File: src/rtl/mcu_core_pkg.sv
// ============================================================================
// mcu_core_pkg : shared types, opcode/mode constants and instruction field
//                offsets for the parametrised accumulator core.
// Revision     : 1.0
// ============================================================================
`default_nettype none

package mcu_core_pkg;

    typedef enum logic [2:0] {
        ST_FETCH = 3'd0,
        ST_LOAD  = 3'd1,
        ST_EXEC  = 3'd2,
        ST_STORE = 3'd3,
        ST_HALT  = 3'd4
    } state_t;

    localparam logic [1:0] MF_IMM  = 2'd0;
    localparam logic [1:0] MF_DIR  = 2'd1;
    localparam logic [1:0] MF_IDX1 = 2'd2;
    localparam logic [1:0] MF_IDX2 = 2'd3;

    localparam logic [3:0] FF_NEG   = 4'd0;
    localparam logic [3:0] FF_MOV   = 4'd1;
    localparam logic [3:0] FF_ADD   = 4'd2;
    localparam logic [3:0] FF_SUB   = 4'd3;
    localparam logic [3:0] FF_AND   = 4'd4;
    localparam logic [3:0] FF_OR    = 4'd5;
    localparam logic [3:0] FF_XOR   = 4'd6;
    localparam logic [3:0] FF_SHR   = 4'd7;
    localparam logic [3:0] FF_SHL   = 4'd8;
    localparam logic [3:0] FF_STORE = 4'd9;
    localparam logic [3:0] FF_JMP   = 4'd10;
    localparam logic [3:0] FF_JB    = 4'd11;
    localparam logic [3:0] FF_JNB   = 4'd12;
    localparam logic [3:0] FF_MUL   = 4'd13;
    localparam logic [3:0] FF_NOP   = 4'd14;
    localparam logic [3:0] FF_HALT  = 4'd15;

    // Fields are packed MSB-first: s, mf, d, cf, ff, ..., tail.
    function automatic int s_lsb(input int dw, input int rw);
        return dw - rw;
    endfunction

    function automatic int mf_lsb(input int dw, input int rw);
        return dw - rw - 2;
    endfunction

    function automatic int d_lsb(input int dw, input int rw);
        return dw - 2*rw - 2;
    endfunction

    function automatic int cf_bit(input int dw, input int rw);
        return dw - 2*rw - 3;
    endfunction

    function automatic int ff_lsb(input int dw, input int rw);
        return dw - 2*rw - 7;
    endfunction

    function automatic logic uses_operand(input logic cf, input logic [3:0] ff);
        logic r;
        r = 1'b0;
        if (cf) begin
            r = 1'b1;
        end else begin
            case (ff)
                FF_NEG, FF_MOV, FF_ADD, FF_SUB,
                FF_AND, FF_OR, FF_XOR:          r = 1'b1;
`ifdef MCU_CORE_MUL_EN
                FF_MUL:                         r = 1'b1;
`endif
                default:                        r = 1'b0;
            endcase
        end
        return r;
    endfunction

endpackage

`default_nettype wire

File: src/rtl/mcu_core_alu.sv
// ============================================================================
// mcu_core_alu : combinational ALU, compare and B-flag logic.
//                Multiply (ff=13) is present only with MCU_CORE_MUL_EN.
// Revision     : 1.0
// ============================================================================
`default_nettype none

module mcu_core_alu
    import mcu_core_pkg::*;
#(
    parameter int DATA_W = 31
) (
    input  logic [DATA_W-1:0] rx,
    input  logic [DATA_W-1:0] m,
    input  logic              cf,
    input  logic [3:0]        ff,
    input  logic              b_in,
    output logic [DATA_W-1:0] result,
    output logic              we,
    output logic              b_out
);

    logic cond;

    always_comb begin
        result = '0;
        we     = 1'b0;
        b_out  = b_in;
        cond   = 1'b0;
        if (cf) begin
            case (ff[2:0])
                3'd0:    cond = (rx <  m);
                3'd1:    cond = (rx >= m);
                3'd2:    cond = (rx == m);
                3'd3:    cond = (rx != m);
                3'd4:    cond = (rx <= m);
                3'd5:    cond = (rx >  m);
                3'd6:    cond = ($signed(rx) <  $signed(m));
                default: cond = ($signed(rx) >= $signed(m));
            endcase
            b_out = ff[3] ? (cond | b_in) : cond;
        end else begin
            case (ff)
                FF_NEG: begin result = '0 - m;    we = 1'b1; end
                FF_MOV: begin result = m;         we = 1'b1; end
                FF_ADD: begin result = rx + m;    we = 1'b1; end
                FF_SUB: begin result = rx - m;    we = 1'b1; end
                FF_AND: begin result = rx & m;    we = 1'b1; end
                FF_OR:  begin result = rx | m;    we = 1'b1; end
                FF_XOR: begin result = rx ^ m;    we = 1'b1; end
                FF_SHR: begin result = rx >> 1;   we = 1'b1; end
                FF_SHL: begin
                    result = {rx[DATA_W-2:0], 1'b0};
                    b_out  = rx[DATA_W-1];
                    we     = 1'b1;
                end
`ifdef MCU_CORE_MUL_EN
                FF_MUL: begin result = rx * m;    we = 1'b1; end
`endif
                default: begin result = '0;       we = 1'b0; end
            endcase
        end
    end

endmodule

`default_nettype wire

File: src/rtl/mcu_core_param.sv
// ============================================================================
// mcu_core_param : parametrised accumulator core with PC, register file and a
//                  ready-handshaked memory bus. Optional MCU_CORE_MUL_EN macro
//                  enables the multiply instruction.
// Revision       : 1.0
// ============================================================================
`default_nettype none

module mcu_core_param
    import mcu_core_pkg::*;
#(
    parameter int DATA_W = 31,
    parameter int ADDR_W = 20,
    parameter int NREGS  = 4
) (
    input  logic              clock,
    input  logic              reset,
    input  logic              ready,
    input  logic [DATA_W-1:0] datai,
    output logic [ADDR_W-1:0] addr,
    output logic [DATA_W-1:0] datao,
    output logic              rd,
    output logic              wr,
    output logic              halted
);

    localparam int RSEL_W = $clog2(NREGS);
    localparam int S_LSB  = s_lsb(DATA_W, RSEL_W);
    localparam int MF_LSB = mf_lsb(DATA_W, RSEL_W);
    localparam int D_LSB  = d_lsb(DATA_W, RSEL_W);
    localparam int CF_BIT = cf_bit(DATA_W, RSEL_W);
    localparam int FF_LSB = ff_lsb(DATA_W, RSEL_W);

    state_t             state;
    logic [ADDR_W-1:0]  pc;
    logic [DATA_W-1:0]  rx;
    logic [DATA_W-1:0]  m_op;
    logic               b_flag;
    logic [DATA_W-1:0]  regs [NREGS];

    logic [1:0]         ir_mf;
    logic [RSEL_W-1:0]  ir_d;
    logic               ir_cf;
    logic [3:0]         ir_ff;
    logic [ADDR_W-1:0]  ir_tail;

    logic [RSEL_W-1:0]  f_s;
    logic [1:0]         f_mf;
    logic [RSEL_W-1:0]  f_d;
    logic               f_cf;
    logic [3:0]         f_ff;
    logic [ADDR_W-1:0]  f_tail;
    logic [ADDR_W-1:0]  f_ea;
    logic [ADDR_W-1:0]  ir_ea;
    logic               f_is_store;
    logic               f_needs_load;
    logic               take_jump;
    logic               is_halt;

    logic [DATA_W-1:0]  alu_result;
    logic               alu_we;
    logic               alu_b;

    function automatic logic [ADDR_W-1:0] calc_ea(
        input logic [1:0]        mf,
        input logic [ADDR_W-1:0] tail,
        input logic [DATA_W-1:0] r1,
        input logic [DATA_W-1:0] r2
    );
        logic [ADDR_W-1:0] e;
        case (mf)
            MF_IDX1: e = tail + r1[ADDR_W-1:0];
            MF_IDX2: e = tail + r2[ADDR_W-1:0];
            default: e = tail;
        endcase
        return e;
    endfunction

    // Decode straight off the bus so FETCH can pick the next state and address.
    assign f_s    = datai[S_LSB  +: RSEL_W];
    assign f_mf   = datai[MF_LSB +: 2];
    assign f_d    = datai[D_LSB  +: RSEL_W];
    assign f_cf   = datai[CF_BIT];
    assign f_ff   = datai[FF_LSB +: 4];
    assign f_tail = datai[ADDR_W-1:0];

    generate
        if (FF_LSB > ADDR_W) begin : g_mid_unused
            logic unused_mid;
            assign unused_mid = ^datai[FF_LSB-1:ADDR_W];
        end
    endgenerate

    assign f_ea         = calc_ea(f_mf, f_tail, regs[1], regs[2]);
    assign ir_ea        = calc_ea(ir_mf, ir_tail, regs[1], regs[2]);
    assign f_is_store   = !f_cf && (f_ff == FF_STORE);
    assign f_needs_load = (f_mf != MF_IMM) && uses_operand(f_cf, f_ff);
    assign is_halt      = !ir_cf && (ir_ff == FF_HALT);
    assign take_jump    = !ir_cf && ((ir_ff == FF_JMP) ||
                                     ((ir_ff == FF_JB)  &&  b_flag) ||
                                     ((ir_ff == FF_JNB) && !b_flag));

    mcu_core_alu #(
        .DATA_W (DATA_W)
    ) u_alu (
        .rx     (rx),
        .m      (m_op),
        .cf     (ir_cf),
        .ff     (ir_ff),
        .b_in   (b_flag),
        .result (alu_result),
        .we     (alu_we),
        .b_out  (alu_b)
    );

    always_ff @(posedge clock or negedge reset) begin
        if (!reset) begin
            state   <= ST_FETCH;
            pc      <= '0;
            rx      <= '0;
            m_op    <= '0;
            b_flag  <= 1'b0;
            ir_mf   <= '0;
            ir_d    <= '0;
            ir_cf   <= 1'b0;
            ir_ff   <= '0;
            ir_tail <= '0;
            addr    <= '0;
            datao   <= '0;
            rd      <= 1'b0;
            wr      <= 1'b0;
            halted  <= 1'b0;
            for (int i = 0; i < NREGS; i++) begin
                regs[i] <= '0;
            end
        end else begin
            case (state)
                ST_FETCH: begin
                    // rd low here only on the first cycle out of reset.
                    if (!rd) begin
                        rd   <= 1'b1;
                        addr <= pc;
                    end else if (ready) begin
                        ir_mf   <= f_mf;
                        ir_d    <= f_d;
                        ir_cf   <= f_cf;
                        ir_ff   <= f_ff;
                        ir_tail <= f_tail;
                        pc      <= pc + 1'b1;
                        rx      <= regs[f_s];
                        m_op    <= {{(DATA_W-ADDR_W){1'b0}}, f_tail};
                        if (f_is_store) begin
                            state <= ST_STORE;
                            rd    <= 1'b0;
                            wr    <= 1'b1;
                            addr  <= f_ea;
                            datao <= regs[f_s];
                        end else if (f_needs_load) begin
                            state <= ST_LOAD;
                            addr  <= f_ea;
                        end else begin
                            state <= ST_EXEC;
                            rd    <= 1'b0;
                        end
                    end
                end
                ST_LOAD: begin
                    if (ready) begin
                        m_op  <= datai;
                        rd    <= 1'b0;
                        state <= ST_EXEC;
                    end
                end
                ST_EXEC: begin
                    b_flag <= alu_b;
                    if (alu_we) begin
                        regs[ir_d] <= alu_result;
                    end
                    if (is_halt) begin
                        state  <= ST_HALT;
                        halted <= 1'b1;
                    end else begin
                        state <= ST_FETCH;
                        rd    <= 1'b1;
                        if (take_jump) begin
                            pc   <= ir_ea;
                            addr <= ir_ea;
                        end else begin
                            addr <= pc;
                        end
                    end
                end
                ST_STORE: begin
                    if (ready) begin
                        wr    <= 1'b0;
                        rd    <= 1'b1;
                        addr  <= pc;
                        state <= ST_FETCH;
                    end
                end
                default: begin
                    halted <= 1'b1;
                end
            endcase
        end
    end

endmodule

`default_nettype wire

File: config.mk
export PLATFORM = sky130hd
export DESIGN_NAME = mcu_core_param
export DESIGN_NICKNAME = d
export VERILOG_FILES = /design/src/rtl/mcu_core_pkg.sv /design/src/rtl/mcu_core_alu.sv /design/src/rtl/mcu_core_param.sv
export SDC_FILE = /design/constraint.sdc
export NUM_CORES = 1
export LEC_CHECK = 0
export CAP_MARGIN = 20
export CORE_MARGIN = 1.5
export CORE_UTILIZATION = 39
export CTS_CLUSTER_DIAMETER = 100
export DETAILED_ROUTE_END_ITERATION = 6
export PLACE_DENSITY = 0.63
export SLEW_MARGIN = 20
export SYNTH_ARGS = -nofsm -noshare
export SYNTH_HDL_FRONTEND = slang
export SYNTH_SLANG_ARGS = --single-unit
File: constraint.sdc
create_clock -name clock -period 4.7 [get_ports clock]
set_input_delay 0.47 -clock clock [delete_from_list [all_inputs] [get_ports clock]]
set_output_delay 0.47 -clock clock [all_outputs]
set_load 0.03 [all_outputs]
==> reports/results.ini <==
[power]
p_per_area_mw_per_mm2 = 807
ir_drop_uv = 366
p_leak_uw = 0.0107

[cts]
cts.sinks = 293
root_buffer = clkbuf_16
tritoncts.num_buffers = 37
cts-resized-gates = 0
clk_pin_slew_ps = 60
post-cts-setup-buffers = 0
worstSkewPairLatency_ps = 580
clockBufferDepth = 3
cts_tree = built
htreeDepth = 2

[route]
wire_per_inst_um = 24.2
vias = 20600
drtAntennaViolNets = 0
drc_errors = 0
dr.pass1.iters = 7
routed_via_density = 6.18
drt-initial-drc-count = 2575
routed_wirelength_mm = 80.5

[cells_and_area]
syn2layout_area_growth_pct = 14.4
multi_input_area_mm2 = 0.0137
drive_above_1_share_pct = 14.3
seq_area_mm2 = 0.00733
nets = 2736
diodes = 0
n_fill_cell = 5349

[critical_path]
required_ps = 5110
cp-end-kind = flop
path_class = flop to flop
critPathLaunchType = flop
arrival_ps = 4600
worstPathMaxFanout = 14

[sta]
max_freq_mhz = 239
slew_headroom_pct = 16.3
period_share_pct = 89.2
timing_hold_violations_final = 0
worst_pin_slew_ps = 1250
fin_setup_tns_ps = 0
period_needed_ps = 4190
holdWs_ps = 477
finalMaxSlewViolations = 0
finalSetupViolations = 0
skew_ps = 34.7
rsz0062_at_grt = false

[yosys]
synth_top_area_share_pct = 33.4
synth_edf_count = 0
yosysSeqAreaShare_pct = 33.4
yosys-top-cells-count = nand2_1 (320), dfrtp_1 (293), o21ai_0 (207)
synthTopCellsByArea = dfrtp_1 (33%), ha_1 (8.4%), mux2_2 (7.5%), nand2_1 (5.5%), o21ai_0 (4.7%)
synthCells = 2497
synth_nets = 2683
ys.flop_type = dfrtp_1
postSynthAreaPerCell_um2 = 8.80
netlist_area_mm2 = 0.0220
yosys_register_bits = 293
async_reset_ff_share_pct = 100
yosysMostFrequentCell = nand2_1
synth_cell_types = 102
yosys_warnings = 0
yosys.area.top_type = dfrtp_1

[floorplanning]
die_h_um = 240
start_util_pct = 39.7
io_pins = 88
die_x_um = 240
rows = 86
die_area_mm2 = 0.0578
core_area_mm2 = 0.0554

[global_route]
grt_max_degree = 99
grt_pass1_vias = 20100
antenna_found_initial = 0
grt_pass1_wl_mm = 124
overflow = 0
grt_use_total_pct = 27.9

[flow_run]
drv_cap = 0

[hold_path]
worstHoldPathType = flop to flop

[run_status]
status = finished, final reports clean

[place]
portBuffers = 87
post-dp-hpwl_mm = 60.1
routabilityCongestion = 1.01

cell usage in the layout (no fill, tap or decap), types with 11 or more instances in the layout:
| cell | n |
|---|---|
| nor3_1 | 37 |
| clkdlybuf4s50_1 | 84 |
| o221ai_1 | 14 |
| mux2_2 | 146 |
| a21oi_1 | 174 |
| xnor2_1 | 45 |
| a211oi_1 | 31 |
| clkbuf_16 | 38 |
| nand3_1 | 38 |
| nor4_1 | 17 |
| nor2b_1 | 25 |
| o211ai_1 | 28 |
| o21bai_1 | 19 |
| ha_1 | 148 |
| a21o_1 | 26 |
| a222oi_1 | 21 |
| o31ai_1 | 42 |
| dfrtp_1 | 292 |
| mux2i_1 | 17 |
| a22oi_1 | 11 |
| nand4_1 | 17 |
| nand2_1 | 320 |
| and3_1 | 13 |
| or3_1 | 14 |
| and2_1 | 13 |
| buf_4 | 79 |
| mux4_2 | 31 |
| or4_1 | 11 |
| o21ai_0 | 205 |
| a221oi_1 | 34 |
| a31oi_1 | 28 |
| o21a_1 | 15 |
| nor2_1 | 186 |
| inv_1 | 114 |
| nand2b_1 | 21 |
| a221o_1 | 13 |
sequential cells by signal, indices dropped and copies added, names as in the netlist, 4 cells and up:
signal / flops
addr: 20
datao: 31
pc: 20
ir_ff: 4
regs: 124
ir_tail: 20
m_op: 31
rx: 31
logic make-up after synthesis:
kind of cell               share of synthesized area (%)
AOI/OAI and AO/OA                                   23.2
xor gates and xnor gates                            1.99
buffers and inverters                               4.87
DFF                                                 33.4
adders and majority gates                           8.79
and+or+nand+nor                                     16.1
muxes                                               11.7
stage by stage:
stage / util [%] / worst slack, ps / power (uW) / cell area, um2 / std cells
6_report: 45.4 / 508 / 20300 / 25200 / 3326
5_1_grt: 45.4 / 266 / 21600 / 25200 / 3326
4_1_cts: 45.4 / 562 / 20000 / 25200 / 3326
3_5_place_dp: 43.1 / 252 / 16900 / 23900 / 3258
3_3_place_gp: 43.1 / 278 / 16700 / 23900 / 3258
2_1_floorplan: - / 657 / 12600 / 22000 / 2497
report_power, final:
part | internal [uW] | switching (uW)
registers | 3590 | 1250
clock network | 1790 | 1220
logic | 4620 | 7850
total | 9990 | 10300
critical path: stages, from the launching register on:
cell and delay (ps):
dfrtp_1 400, nand2_1 310, buf_4 300, mux2_2 370, ha_1 340, nand3_1 160
nor2_1 220, a311oi_1 170, a311oi_1 690, o221ai_1 280, xor2_1 220, a21boi_0 120
o21ai_0 310, a32oi_1 160
per-layer routing:
metal | GRT usage (%) | share of wire (%) | vias to the layer above | wire [um]
met5 | 0 | 0 | - | 0
met3 | 4.57 | 8.0 | 162 | 6440
li1 | - | - | 9282 | -
met4 | 10.5 | 3.4 | 0 | 2780
met2 | 43.0 | 44 | 955 | 35700
met1 | 39.2 | 44 | 10200 | 35600
repair_timing:
| action | in CTS | in global routing |
|---|---|---|
| hold buffers | 1 | 0 |
| hold endpoints to repair | 83 | 0 |
| endpoints found under the setup margin | 0 | 0 |
final timing paths:
| check | startpoint | endpoint | slack, ps | cells past startpoint |
|---|---|---|---|---|
| min in group asynchronous | reset | rx[26] | 520 | 2 |
| max in group asynchronous | reset | pc[2] | 3030 | 3 |
| min | regs[123] | regs[123] | 480 | 2 |
| max reg2reg | ir_mf[0] | addr[19] | 510 | 13 |
| max | ir_mf[0] | addr[19] | 510 | 13 |
| min reg2reg | regs[123] | regs[123] | 480 | 2 |
final cells by class:
class	count	share of cell area (%)
inverter	114	1.70
timing repair buffer	169	6.00
clock buffer	50	4.28
clock inverter	17	0.831
multi-input combinational	1935	54.3
tap	748	3.72
sequential	293	29.2
Note: power is estimated with default switching activity, not from simulation.
